[src/rtl/alu_add_stage_pkg.sv]
// Shared definitions for the registered ALU add/subtract stage.
//   ALU_WIDTH : default datapath width (multiple of 4, one adder nibble per 4 bits)
//   ST_*      : FSM state encodings
package alu_add_stage_pkg;

   localparam int ALU_WIDTH = 8;

   localparam logic [1:0] ST_IDLE = 2'd0;
   localparam logic [1:0] ST_CALC = 2'd1;
   localparam logic [1:0] ST_DONE = 2'd2;

   typedef enum logic [1:0] {
      IDLE = ST_IDLE,
      CALC = ST_CALC,
      DONE = ST_DONE
   } state_e;

endpackage

[src/rtl/alu_add_stage_nibble_adder.sv]
// 4-bit building blocks for the ALU add stage.
//   quad_xor     : four XOR gates, b ^ {4{inv}} (conditional inverter)
//     ports: b_i[3:0], inv_i -> y_o[3:0]
//   nibble_adder : 4-bit full adder with carry in/out (74xx283-equivalent)
//     ports: a_i[3:0], b_i[3:0], cin_i -> sum_o[3:0], cout_o
module quad_xor (
   input  logic [3:0] b_i,
   input  logic       inv_i,
   output logic [3:0] y_o
);
   assign y_o = b_i ^ {4{inv_i}};
endmodule

module nibble_adder (
   input  logic [3:0] a_i,
   input  logic [3:0] b_i,
   input  logic       cin_i,
   output logic [3:0] sum_o,
   output logic       cout_o
);
   assign {cout_o, sum_o} = {1'b0, a_i} + {1'b0, b_i} + {4'd0, cin_i};
endmodule

[src/rtl/alu_add_stage.sv]
// Registered 2-cycle add/subtract stage with start/done handshake.
//   clk, rst_n            : clock (rising edge), async active-low reset
//   start                 : capture a_in/b_in/sub/flags_en (in IDLE or DONE)
//   a_in, b_in            : operands
//   sub                   : 1 = A + ~B + 1, 0 = A + B
//   flags_en              : update carry/zero flags when this op completes
//   out_en                : bus output enable
//   busy                  : high during CALC
//   done                  : one-cycle pulse when result_q/flags are valid
//   result_q              : registered result
//   bus_out, bus_drive    : result_q gated by out_en, and out_en itself
//   carry_flag, zero_flag : registered flags (carry=1 on subtract means no borrow)
module alu_add_stage
   import alu_add_stage_pkg::*;
#(
   parameter int WIDTH = ALU_WIDTH
) (
   input  logic             clk,
   input  logic             rst_n,
   input  logic             start,
   input  logic [WIDTH-1:0] a_in,
   input  logic [WIDTH-1:0] b_in,
   input  logic             sub,
   input  logic             flags_en,
   input  logic             out_en,
   output logic             busy,
   output logic             done,
   output logic [WIDTH-1:0] result_q,
   output logic [WIDTH-1:0] bus_out,
   output logic             bus_drive,
   output logic             carry_flag,
   output logic             zero_flag
);

   localparam int NIB = WIDTH / 4;

   if (WIDTH % 4 != 0 || WIDTH == 0) begin : g_width_chk
      $error("alu_add_stage: WIDTH must be a non-zero multiple of 4");
   end

   state_e           state_q;
   logic [WIDTH-1:0] a_q, b_q;
   logic             sub_q, fen_q;

   logic [WIDTH-1:0] b_x;
   logic [WIDTH-1:0] sum_d;
   logic [NIB:0]     carry;

   // Carry-in of the bottom nibble is the SUB line: two's-complement subtract.
   assign carry[0] = sub_q;

   for (genvar n = 0; n < NIB; n++) begin : g_nib
      quad_xor u_xor (
         .b_i   (b_q[4*n +: 4]),
         .inv_i (sub_q),
         .y_o   (b_x[4*n +: 4])
      );
      nibble_adder u_add (
         .a_i    (a_q[4*n +: 4]),
         .b_i    (b_x[4*n +: 4]),
         .cin_i  (carry[n]),
         .sum_o  (sum_d[4*n +: 4]),
         .cout_o (carry[n+1])
      );
   end

   always_ff @(posedge clk or negedge rst_n) begin
      if (!rst_n) begin
         state_q    <= IDLE;
         a_q        <= '0;
         b_q        <= '0;
         sub_q      <= 1'b0;
         fen_q      <= 1'b0;
         result_q   <= '0;
         carry_flag <= 1'b0;
         zero_flag  <= 1'b0;
         busy       <= 1'b0;
         done       <= 1'b0;
      end else begin
         case (state_q)
            IDLE, DONE: begin
               // DONE accepts a new start too, giving one op every 2 cycles.
               done <= 1'b0;
               if (start) begin
                  a_q     <= a_in;
                  b_q     <= b_in;
                  sub_q   <= sub;
                  fen_q   <= flags_en;
                  busy    <= 1'b1;
                  state_q <= CALC;
               end else begin
                  busy    <= 1'b0;
                  state_q <= IDLE;
               end
            end
            CALC: begin
               result_q <= sum_d;
               if (fen_q) begin
                  carry_flag <= carry[NIB];
                  zero_flag  <= (sum_d == '0);
               end
               busy    <= 1'b0;
               done    <= 1'b1;
               state_q <= DONE;
            end
            default: begin
               busy    <= 1'b0;
               done    <= 1'b0;
               state_q <= IDLE;
            end
         endcase
      end
   end

   assign bus_out   = out_en ? result_q : '0;
   assign bus_drive = out_en;

endmodule

[config.mk]
export PLATFORM = sky130hd
export DESIGN_NAME = alu_add_stage
export DESIGN_NICKNAME = d
export VERILOG_FILES = /design/src/rtl/alu_add_stage_pkg.sv /design/src/rtl/alu_add_stage_nibble_adder.sv /design/src/rtl/alu_add_stage.sv
export SDC_FILE = /design/constraint.sdc
export NUM_CORES = 1
export LEC_CHECK = 0
export BUFFER_PORTS_ARGS = -buffer_cell sky130_fd_sc_hd__buf_2
export CORE_UTILIZATION = 35
export DETAILED_ROUTE_END_ITERATION = 8
export MAX_ROUTING_LAYER = met4
export SLEW_MARGIN = 25
export SYNTH_ARGS = -nofsm -noshare
export SYNTH_HDL_FRONTEND = slang
export SYNTH_SLANG_ARGS = --single-unit
[constraint.sdc]
create_clock -name clk -period 3.1 [get_ports clk]
set_input_delay 0.31 -clock clk [delete_from_list [all_inputs] [get_ports clk]]
set_output_delay 0.31 -clock clk [all_outputs]
set_load 0.1 [all_outputs]
==> run_results.csv, run 1 <==
group,metric,value,unit
clock_network,cts.sinks,30,
sta,fin_crit,2.968,ns
floorplanning,die_h,67.96,um
setup_path,cp_max_fo,3,
setup_path,start_kind,"register",
power,leakagePower,0.9212,nW
clock_network,clock_latency,0.28,ns
setup_path,crit_required,3.31,ns
floorplanning,die-area,4619,um2
synthesis,synth_cell_type_count,30,
floorplanning,boundaryPins,43,
global_routing,grt_pass1_vias,1035,
floorplanning,initial_core_util,37.26,%
clock_network,cts_buffer_depth,2,
final_layout,diodes,0,
job,max-cap-violations,0,
clock_network,tritoncts,"done",
global_routing,grt_util_met3,5.667,%
sta,finalMaxSlewViolations,0,
setup_path,worstPathArrival,3.18,ns
global_routing,antenna_found_initial,0,
global_routing,grt_util_all_layers,14.74,%
clock_network,ctsRootBufferMaster,"clkbuf_8",
synthesis,synth_area,1523,um2
place,place.gp.congestion,0.8770,
final_layout,drive_above_1_share,42.70,%
synthesis,postSynthAreaPerCell,11.62,um2
global_routing,use_met1,17.83,%
final_layout,fillCellCount,395,
sta,fin_setup_tns,0,ns
sta,finalClockSkew,0.004520,ns
hold_path,worstHoldPathType,"in2async",
floorplanning,fp.dieW,67.96,um
sta,post-route-period-util,95.75,%
synthesis,yosysTopAreaCell,"dfrtp_1",
route,vias,1059,
route,drt_first_pass_iters,4,
route,wl,2871,um
global_routing,grt_max_degree,31,
place,hpwl,2119,um
power,total_power,1.985,mW
global_routing,grt_pass1_wl,4719,um
place,dp_cells,220,
setup_path,crit_path_end_kind,"register",
setup_path,crit_type,"reg2reg",
final_layout,syn_to_final_growth,24.32,%
route,post_drt_wl_per_cell,12.59,um
clock_network,numCtsBuffers,5,
clock_network,path_clk_slew,0.06,ns
clock_network,htree_num_levels,2,
global_routing,grt_busiest_layer,"met2",
sta,timing.fmax,336.9,MHz
final_layout,layout.cells.non_filler,228,
final_layout,nNetsFinal,209,
power,max-vdd-ir-drop,0.0004155,V
sta,finalSetupViolations,0,
route,drtAntennaViolNets,0,
synthesis,ys_seq_area_share,49.30,%
floorplanning,fp-row-count,23,
synthesis,synthesis.nets,162,
global_routing,use_met2,21.81,%
sta,slew_headroom,56.44,%
synthesis,syn_inst,131,
status,status,"finished, final reports clean",
final_layout,final_util,46.33,%
place,port_buffers,42,
floorplanning,core-area,4086,um2
sta,final-hold-violation-count,0,
sta,whs,0.06312,ns
synthesis,synth_top_area_share,49.30,%
synthesis,ys_ff_latch,30,
route,drc,0,
power,p_per_area,1049,nW/um2
synthesis,synth_area_leaders,"dfrtp_1 49%, mux2_2 13%, nand2_1 5.2%",
synthesis,yosysWarnings,0,
route,vias_per_cell,4.645,
global_routing,grt-ovfl-total,0,
route,drtIter0Drc,58,
sta,worst_pin_slew,0.6534,ns
[final timing paths]
| path | startpoint | slack, ns | depth (start not counted) | to |
|---|---|---|---|---|
| min reg2reg | carry_flag$_DFFE_PN0P_ | 0.48 | 2 | carry_flag$_DFFE_PN0P_ |
| max | b_q[0]$_DFFE_PN0P_ | 0.13 | 12 | zero_flag$_DFFE_PN0P_ |
| min | rst_n | 0.06 | 1 | a_q[5]$_DFFE_PN0P_ |
| min in group clk | a_in[4] | 0.24 | 3 | a_q[4]$_DFFE_PN0P_ |
| max reg2reg | b_q[0]$_DFFE_PN0P_ | 0.13 | 12 | zero_flag$_DFFE_PN0P_ |
| max in group asynchronous | rst_n | 2.57 | 1 | sub_q$_DFFE_PN0P_ |
[state kept, by name, summed over array words and instances (netlist names)]
signal and cells:
a_q 8, b_q 8, busy 1, carry_flag 1, done 1, fen_q 1
result_q 8, sub_q 1, zero_flag 1
[layout make-up]
type                       count  area [um2]  share of cell area [%]
inverter                       5       18.77                  0.9914
timing repair buffer          45       232.7                   12.29
tap                           50       62.56                   3.305
sequential                    30       752.0                   39.72
multi-input combinational     91       750.7                   39.66
clock buffer                   7       76.32                   4.032
[timing repair]
item                                   4_1_cts  5_1_grt
setup buffers                                0        1
hold buffers                                 0        0
endpoints found under the hold margin        0        0
setup endpoints to repair                    0        1
gates resized for setup                      0        8
[cells in the final DEF (no fill, tap or decap)]
cell	instances
a21oi_2	1
clkbuf_8	5
o2111ai_1	1
or3b_1	1
and2_1	8
a21o_1	1
or4b_1	1
clkbuf_1	2
buf_2	42
inv_1	3
a32o_1	1
clkinv_1	1
a21oi_1	2
fa_1	1
ha_1	6
inv_2	1
mux2i_2	1
xor2_1	6
dfrtp_1	29
and4b_1	1
dfrtp_2	1
fa_2	2
xor2_2	1
nand2_1	21
nor3_1	1
nor4bb_1	1
nand2b_1	1
xnor2_1	4
mux2_2	17
o21ai_0	6
nor4_2	1
buf_4	3
nand3b_1	2
o21ai_1	1
nor2b_1	1
or3b_2	1
[cell families (layout without fill, tap and decap cells)]
| logic type | Yosys count | in the layout | synth area share, % |
|---|---|---|---|
| AOI/OAI and AO/OA | 13 | 13 | 5.012 |
| xor gates and xnor gates | 11 | 11 | 6.327 |
| muxes | 18 | 18 | 13.23 |
| DFF | 30 | 30 | 49.30 |
| adders and majority gates | 9 | 9 | 8.874 |
| buffers and inverters | 10 | 57 | 3.121 |
| and+or+nand+nor | 40 | 40 | 14.13 |
[worst max-delay path, stage by stage (launching register included)]
cell and delay (ns):
dfrtp_1 0.41, mux2i_2 0.28, inv_1 0.10, fa_2 0.41, nand2_1 0.08, nand2_1 0.07
a21oi_2 0.15, fa_2 0.21, inv_2 0.04, fa_1 0.45, or3b_1 0.38, nor4_2 0.13
a32o_1 0.18
[power breakdown]
group / switching [mW] / internal [mW] / leakage (nW) / total (mW)
Sequential: 0.0635 / 0.485 / 0.361 / 0.548
Clock: 0.127 / 0.154 / 0.0383 / 0.280
Combinational: 0.879 / 0.278 / 0.522 / 1.16
[layer usage]
metal	share of wire, %	up-vias
li1	-	538
met3	7.5	5
met2	45	40
met5	0	-
met4	1.8	0
met1	46	476
[synthesized netlist by cell type]
cell type,instances
ha_1,6
xor2_1,7
clkinv_1,1
a21oi_1,3
nor4bb_1,1
nand2b_1,1
a32o_1,1
and2_1,8
a21o_1,1
and4b_1,1
nor3_1,1
dfrtp_1,30
nor2b_1,1
nand2_1,21
o2111ai_1,1
or3b_2,1
fa_1,3
o21ai_0,6
mux2_2,17
clkbuf_1,1
or4b_1,1
mux2i_1,1
xnor2_1,4
buf_2,2
buf_4,2
or3b_1,1
inv_1,4
o21ai_1,1
nor4_1,1
nand3b_1,2
[metrics by stage]
| step | setup slack, ns | cell area (um2) |
|---|---|---|
| finish | 0.1318 | 1893 |
| global route | -0.03641 | 1893 |
| CTS | 0.04112 | 1858 |
| detailed placement | 0.05636 | 1782 |
| global placement | 0.2007 | 1782 |
| floorplan | 0.2082 | 1523 |
(Power assumes the default switching activity.)
==> run 2: changes to the inputs <==
--- a/config.mk
+++ b/config.mk
@@ -5,9 +5,9 @@
 export SDC_FILE = /design/constraint.sdc
 export NUM_CORES = 1
 export LEC_CHECK = 0
-export BUFFER_PORTS_ARGS = -buffer_cell sky130_fd_sc_hd__buf_2
 export CORE_UTILIZATION = 35
 export DETAILED_ROUTE_END_ITERATION = 8
+export DONT_BUFFER_PORTS = 1
 export MAX_ROUTING_LAYER = met4
 export SLEW_MARGIN = 25
 export SYNTH_ARGS = -nofsm -noshare
==> run_results.csv, run 2 (same netlist as run 1, synthesis figures left out) <==
group,metric,value,unit
status,status,"finished, final reports clean",
global_routing,antenna_found_initial,0,
clock_network,ctsRootBufferMaster,"clkbuf_8",
route,vias,1013,
clock_network,cts_buffer_depth,2,
route,post_drt_wl_per_cell,13.40,um
setup_path,crit_path_end_kind,"register",
final_layout,diodes,0,
sta,finalSetupViolations,0,
global_routing,grt_max_degree,31,
floorplanning,die-area,4619,um2
final_layout,drive_above_1_share,35.44,%
floorplanning,die_h,67.96,um
floorplanning,core-area,4086,um2
sta,finalClockSkew,0.005219,ns
clock_network,numCtsBuffers,5,
route,drt_first_pass_iters,4,
sta,finalMaxSlewViolations,0,
final_layout,final_common_cell,"dfrtp_1",
sta,worst_pin_slew,0.9379,ns
final_layout,nNetsFinal,188,
place,port_buffers,0,
sta,fin_crit,2.918,ns
clock_network,path_clk_slew,0.06,ns
final_layout,fillCellCount,391,
sta,timing.fmax,342.7,MHz
final_layout,mostFrequentLayoutCells,"29 x dfrtp_1, 22 x buf_4, 21 x nand2_1, 17 x mux2_2",
route,drc,0,
sta,fin_setup_tns,0,ns
floorplanning,initial_core_util,37.26,%
final_layout,syn_to_final_growth,24.08,%
route,vias_per_cell,4.870,
global_routing,grt_util_all_layers,14.03,%
setup_path,worstPathArrival,3.13,ns
final_layout,reg_top3,"a_q: 8 flops, b_q: 8 flops, result_q: 8 flops",
place,place_area,1702,um2
global_routing,grt_pass1_vias,1015,
route,drtAntennaViolNets,0,
hold_path,worstHoldPathType,"in2reg",
sta,slew_headroom,37.47,%
floorplanning,fp.dieW,67.96,um
final_layout,multiInputGateArea,750.7,um2
place,hpwl,2144,um
floorplanning,boundaryPins,43,
power,p_per_area,1110,nW/um2
power,max-vdd-ir-drop,0.0003590,V
clock_network,htree_num_levels,2,
floorplanning,fp-row-count,23,
sta,whs,0.1763,ns
setup_path,crit_required,3.31,ns
sta,post-route-period-util,94.14,%
place,dpl_worst_slack,0.04891,ns
setup_path,cp_max_fo,7,
global_routing,grt-ovfl-total,0,
place,place.gp.congestion,0.7918,
clock_network,tritoncts,"done",
final_layout,final_util,46.23,%
final_layout,final_area,1889,um2
sta,fin_ws,0.1817,ns
clock_network,clock_latency,0.28,ns
setup_path,start_kind,"register",
setup_path,crit_type,"reg2reg",
job,max-cap-violations,0,
clock_network,cts.sinks,30,
global_routing,grt_pass1_wl,4588,um
route,wl,2787,um
final_layout,seq_area,752.0,um2
route,drtIter0Drc,40,
power,leakagePower,0.8745,nW
sta,final-hold-violation-count,0,
run 2: cell count changes in the layout (fill, tap and decap cells not counted), moves of 2 or more:
cell / change
clkbuf_8: +3
buf_2: -42
buf_4: +19
clkbuf_1: -2
run 2: area by class of cell:
| type | instances | share of cell area, % |
|---|---|---|
| Tap cell | 50 | 3.311 |
| Timing Repair Buffer | 24 | 10.33 |
| Multi-Input combinational cell | 91 | 39.74 |
| Clock buffer | 8 | 5.828 |
| Inverter | 5 | 0.9934 |
| Sequential cell | 30 | 39.80 |
run 2: metal layers:
layer	vias to the layer above	track usage [%]	wire, um
li1	491	-	-
met1	470	16.74	1208
met2	45	21.45	1281
met3	7	4.667	250
met4	0	6.250	47
met5	-	-	0
run 2: worst paths after layout:
kind	slack, ns	cells past startpoint	end	from
max in group asynchronous	2.44	2	sub_q$_DFFE_PN0P_	rst_n
hold / removal	0.18	2	a_q[4]$_DFFE_PN0P_	a_in[4]
min in group asynchronous	0.49	2	result_q[3]$_DFFE_PN0P_	rst_n
hold reg to reg	0.52	1	fen_q$_DFFE_PN0P_	fen_q$_DFFE_PN0P_
setup reg to reg	0.18	10	zero_flag$_DFFE_PN0P_	sub_q$_DFFE_PN0P_
setup / recovery	0.18	10	zero_flag$_DFFE_PN0P_	sub_q$_DFFE_PN0P_
run 2: stage by stage:
step	instances	total power, mW
after floorplan	131	1.496
after global placement	195	1.683
after detailed placement	195	1.708
after CTS	205	2.084
after global routing	208	2.218
final	208	2.097
run 2: timing repair:
action / CTS / global route
endpoints found under the hold margin: 30 / 0
gates resized for setup: 0 / 6
hold buffers: 2 / 0
buffers inserted: 0 / 3
setup endpoints to repair: 0 / 1
run 2: critical path, stage by stage (launching register included):
cell and delay, ns:
dfrtp_2 0.44, buf_4 0.15, xor2_1 0.15, ha_1 0.38, a21oi_2 0.08, fa_2 0.34, inv_1 0.08, fa_1 0.44
or3b_1 0.38, nor4_2 0.22, a32o_1 0.19
run 2: power by group:
part | switching, mW | total (mW) | leakage (nW) | internal (mW)
logic | 0.833 | 1.15 | 0.456 | 0.315
registers | 0.106 | 0.589 | 0.361 | 0.482
clock network | 0.137 | 0.361 | 0.0575 | 0.224
total | 1.08 | 2.10 | 0.874 | 1.02
==> run 3: changes to the inputs <==
==> constraint.sdc (replaced) <==
create_clock -name clk -period 3.1 [get_ports clk]
set_input_delay 0.155 -clock clk [delete_from_list [all_inputs] [get_ports clk]]
set_output_delay 0.155 -clock clk [all_outputs]
set_load 0.1 [all_outputs]
==> run_results.csv, run 3 (same netlist as run 1, synthesis figures left out) <==
group,metric,value,unit
hold_path,worstHoldPathType,"in2reg",
power,total_power,2.003,mW
floorplanning,boundaryPins,43,
global_routing,grt_pass1_wl,4464,um
sta,slew_headroom,35.37,%
final_layout,reg_top3,"a_q: 8 flops, b_q: 8 flops, result_q: 8 flops",
power,clkPwrFrac,14.7,%
sta,worst_pin_slew,0.9652,ns
clock_network,ctsRootBufferMaster,"clkbuf_8",
setup_path,cp_slowest_cell,"fa_1",
power,p_int,957.2,uW
setup_path,worstPathArrival,3.11,ns
final_layout,nNetsFinal,187,
clock_network,htree_num_levels,2,
place,dp_cells,195,
power,p_per_area,1092,nW/um2
setup_path,crit_path_max_incr_delay,0.46,ns
global_routing,grt_max_degree,31,
route,drt_first_pass_iters,4,
place,place.gp.congestion,0.7729,
power,netSwitchingFraction,52.22,%
clock_network,tritoncts,"done",
power,p_comb_share,55.7,%
clock_network,cts_buffer_depth,2,
job,max-cap-violations,0,
sta,final-hold-violation-count,0,
sta,fin_crit,2.907,ns
global_routing,grt_pass1_vias,1003,
route,top_layer_used,"met4",
hold_path,hold_depth,2,
floorplanning,core-area,4086,um2
final_layout,final_common_cell,"dfrtp_1",
sta,finalSetupViolations,0,
power,share_seq_of_total_power,29.6,%
floorplanning,initial_core_util,37.26,%
setup_path,path_cells,"mux2i_2 -> inv_1 -> fa_1 -> nand2_1 -> nand2_1 -> a21oi_1 -> fa_1 -> inv_1 -> fa_1 -> or3b_1 -> nor4_1 -> a32o_1",
power,leakagePower,0.8520,nW
clock_network,clock_latency,0.27,ns
sta,post-route-period-util,93.76,%
final_layout,mostFrequentLayoutCells,"29 x dfrtp_1, 21 x nand2_1, 21 x buf_4, 17 x mux2_2, 8 x and2_1",
setup_path,ff2ff_path_depth,12,
route,routed-wl-met3,228,um
clock_network,cts.sinks,30,
setup_path,r2r-end,"zero_flag$_DFFE_PN0P_",
sta,finalClockSkew,0.001938,ns
final_layout,layout.cells.non_filler,205,
global_routing,grt_util_all_layers,13.71,%
final_layout,syn_to_final_growth,20.46,%
sta,fin_setup_tns,0,ns
setup_path,crit_type,"reg2reg",
route,wl,2738,um
power,max-vdd-ir-drop,0.0003858,V
setup_path,crit_path_end_kind,"register",
place,port_buffers,0,
global_routing,antenna_found_initial,0,
place,hpwl,2102,um
clock_network,numCtsBuffers,5,
hold_path,hp-start,"a_in[4]",
route,vias_per_cell,4.883,
setup_path,cp_max_fo,5,
floorplanning,fp-row-count,23,
setup_path,r2r-start,"sub_q$_DFFE_PN0P_",
setup_path,start_kind,"register",
floorplanning,fp.dieW,67.96,um
hold_path,min_to,"a_q[4]$_DFFE_PN0P_",
global_routing,grt-ovfl-total,0,
sta,finalMaxSlewViolations,0,
final_layout,drive_above_1_share,31.61,%
status,status,"finished, final reports clean",
sta,rsz0062_at_grt,"no",
route,wl_met1,1245,um
final_layout,diodes,0,
setup_path,crit_required,3.30,ns
setup_path,reg2reg_slack,0.19,ns
route,post_drt_wl_per_cell,13.36,um
floorplanning,die-area,4619,um2
setup_path,path_common_cell,"fa_1",
route,wl_met2,1235,um
final_layout,fillCellCount,408,
route,vias,1001,
route,drc,0,
clock_network,path_clk_slew,0.06,ns
sta,whs,0.01529,ns
floorplanning,die_h,67.96,um
route,drtAntennaViolNets,0,
power,switchingPower,1.046,mW
route,drtIter0Drc,40,
sta,timing.fmax,344.0,MHz
==> run 3: how the worst max path moves through the flow <==
stage | slack, ns | endpoint | startpoint | depth (start not counted)
detailed placement | 0.04 | zero_flag$_DFFE_PN0P_ | sub_q$_DFFE_PN0P_ | 12
CTS | 0.02 | zero_flag$_DFFE_PN0P_ | b_q[0]$_DFFE_PN0P_ | 12
global route | 0.04 | zero_flag$_DFFE_PN0P_ | sub_q$_DFFE_PN0P_ | 12
global placement | 0.21 | zero_flag$_DFFE_PN0P_ | sub_q$_DFFE_PN0P_ | 12
floorplan | 0.21 | zero_flag$_DFFE_PN0P_ | sub_q$_DFFE_PN0P_ | 13
finish | 0.19 | zero_flag$_DFFE_PN0P_ | sub_q$_DFFE_PN0P_ | 12
==> run 3: final cells by class <==
class | instances | area, um2 | area share [%]
Sequential cell | 30 | 752.0 | 41.00
Multi-Input combinational cell | 91 | 730.7 | 39.84
Timing Repair Buffer | 23 | 187.7 | 10.23
Clock buffer | 6 | 82.58 | 4.502
Tap cell | 50 | 62.56 | 3.411
Inverter | 5 | 18.77 | 1.023
==> run 3: critical path: cells and delay by family (launching register included) <==
| kind | cells | cell delay [ns] |
|---|---|---|
| adder cells (fa/ha/maj) | 3 | 1.07 |
| AND/OR/NAND/NOR | 4 | 0.64 |
| flip-flops | 1 | 0.45 |
| AO/OA/AOI/OAI | 2 | 0.37 |
| multiplexers | 1 | 0.18 |
| buffers and inverters | 2 | 0.14 |
==> run 3: power by group through the flow <==
stage	Sequential (mW)	Combinational, mW	Clock [mW]
2_1_floorplan	0.959	0.537	0
3_3_place_gp	0.599	1.08	0
3_5_place_dp	0.602	1.10	0
4_1_cts	0.595	1.12	0.308
5_1_grt	0.606	1.19	0.327
6_report	0.593	1.12	0.295
==> run 3: through the flow <==
stage / cell area (um2) / worst slack [ns] / util, %
finish: 1834 / 0.1933 / 44.89
global route: 1834 / 0.04301 / 44.89
CTS: 1814 / 0.02237 / 44.40
detailed placement: 1702 / 0.03869 / 41.64
global placement: 1702 / 0.2067 / 41.64
floorplan: 1523 / 0.2082 / -
==> run 3: layer usage <==
layer,vias to the layer above,global-route usage (%)
met5,-,-
met4,0,5.469
met3,4,5.000
met2,43,20.34
met1,467,16.86
li1,487,-
==> run 3: what timing repair did <==
item                       CTS  global route
buffers inserted             0             2
hold buffers                 2             0
hold endpoints to repair    30             0
setup endpoints to repair    0             1
resized for setup            0             2
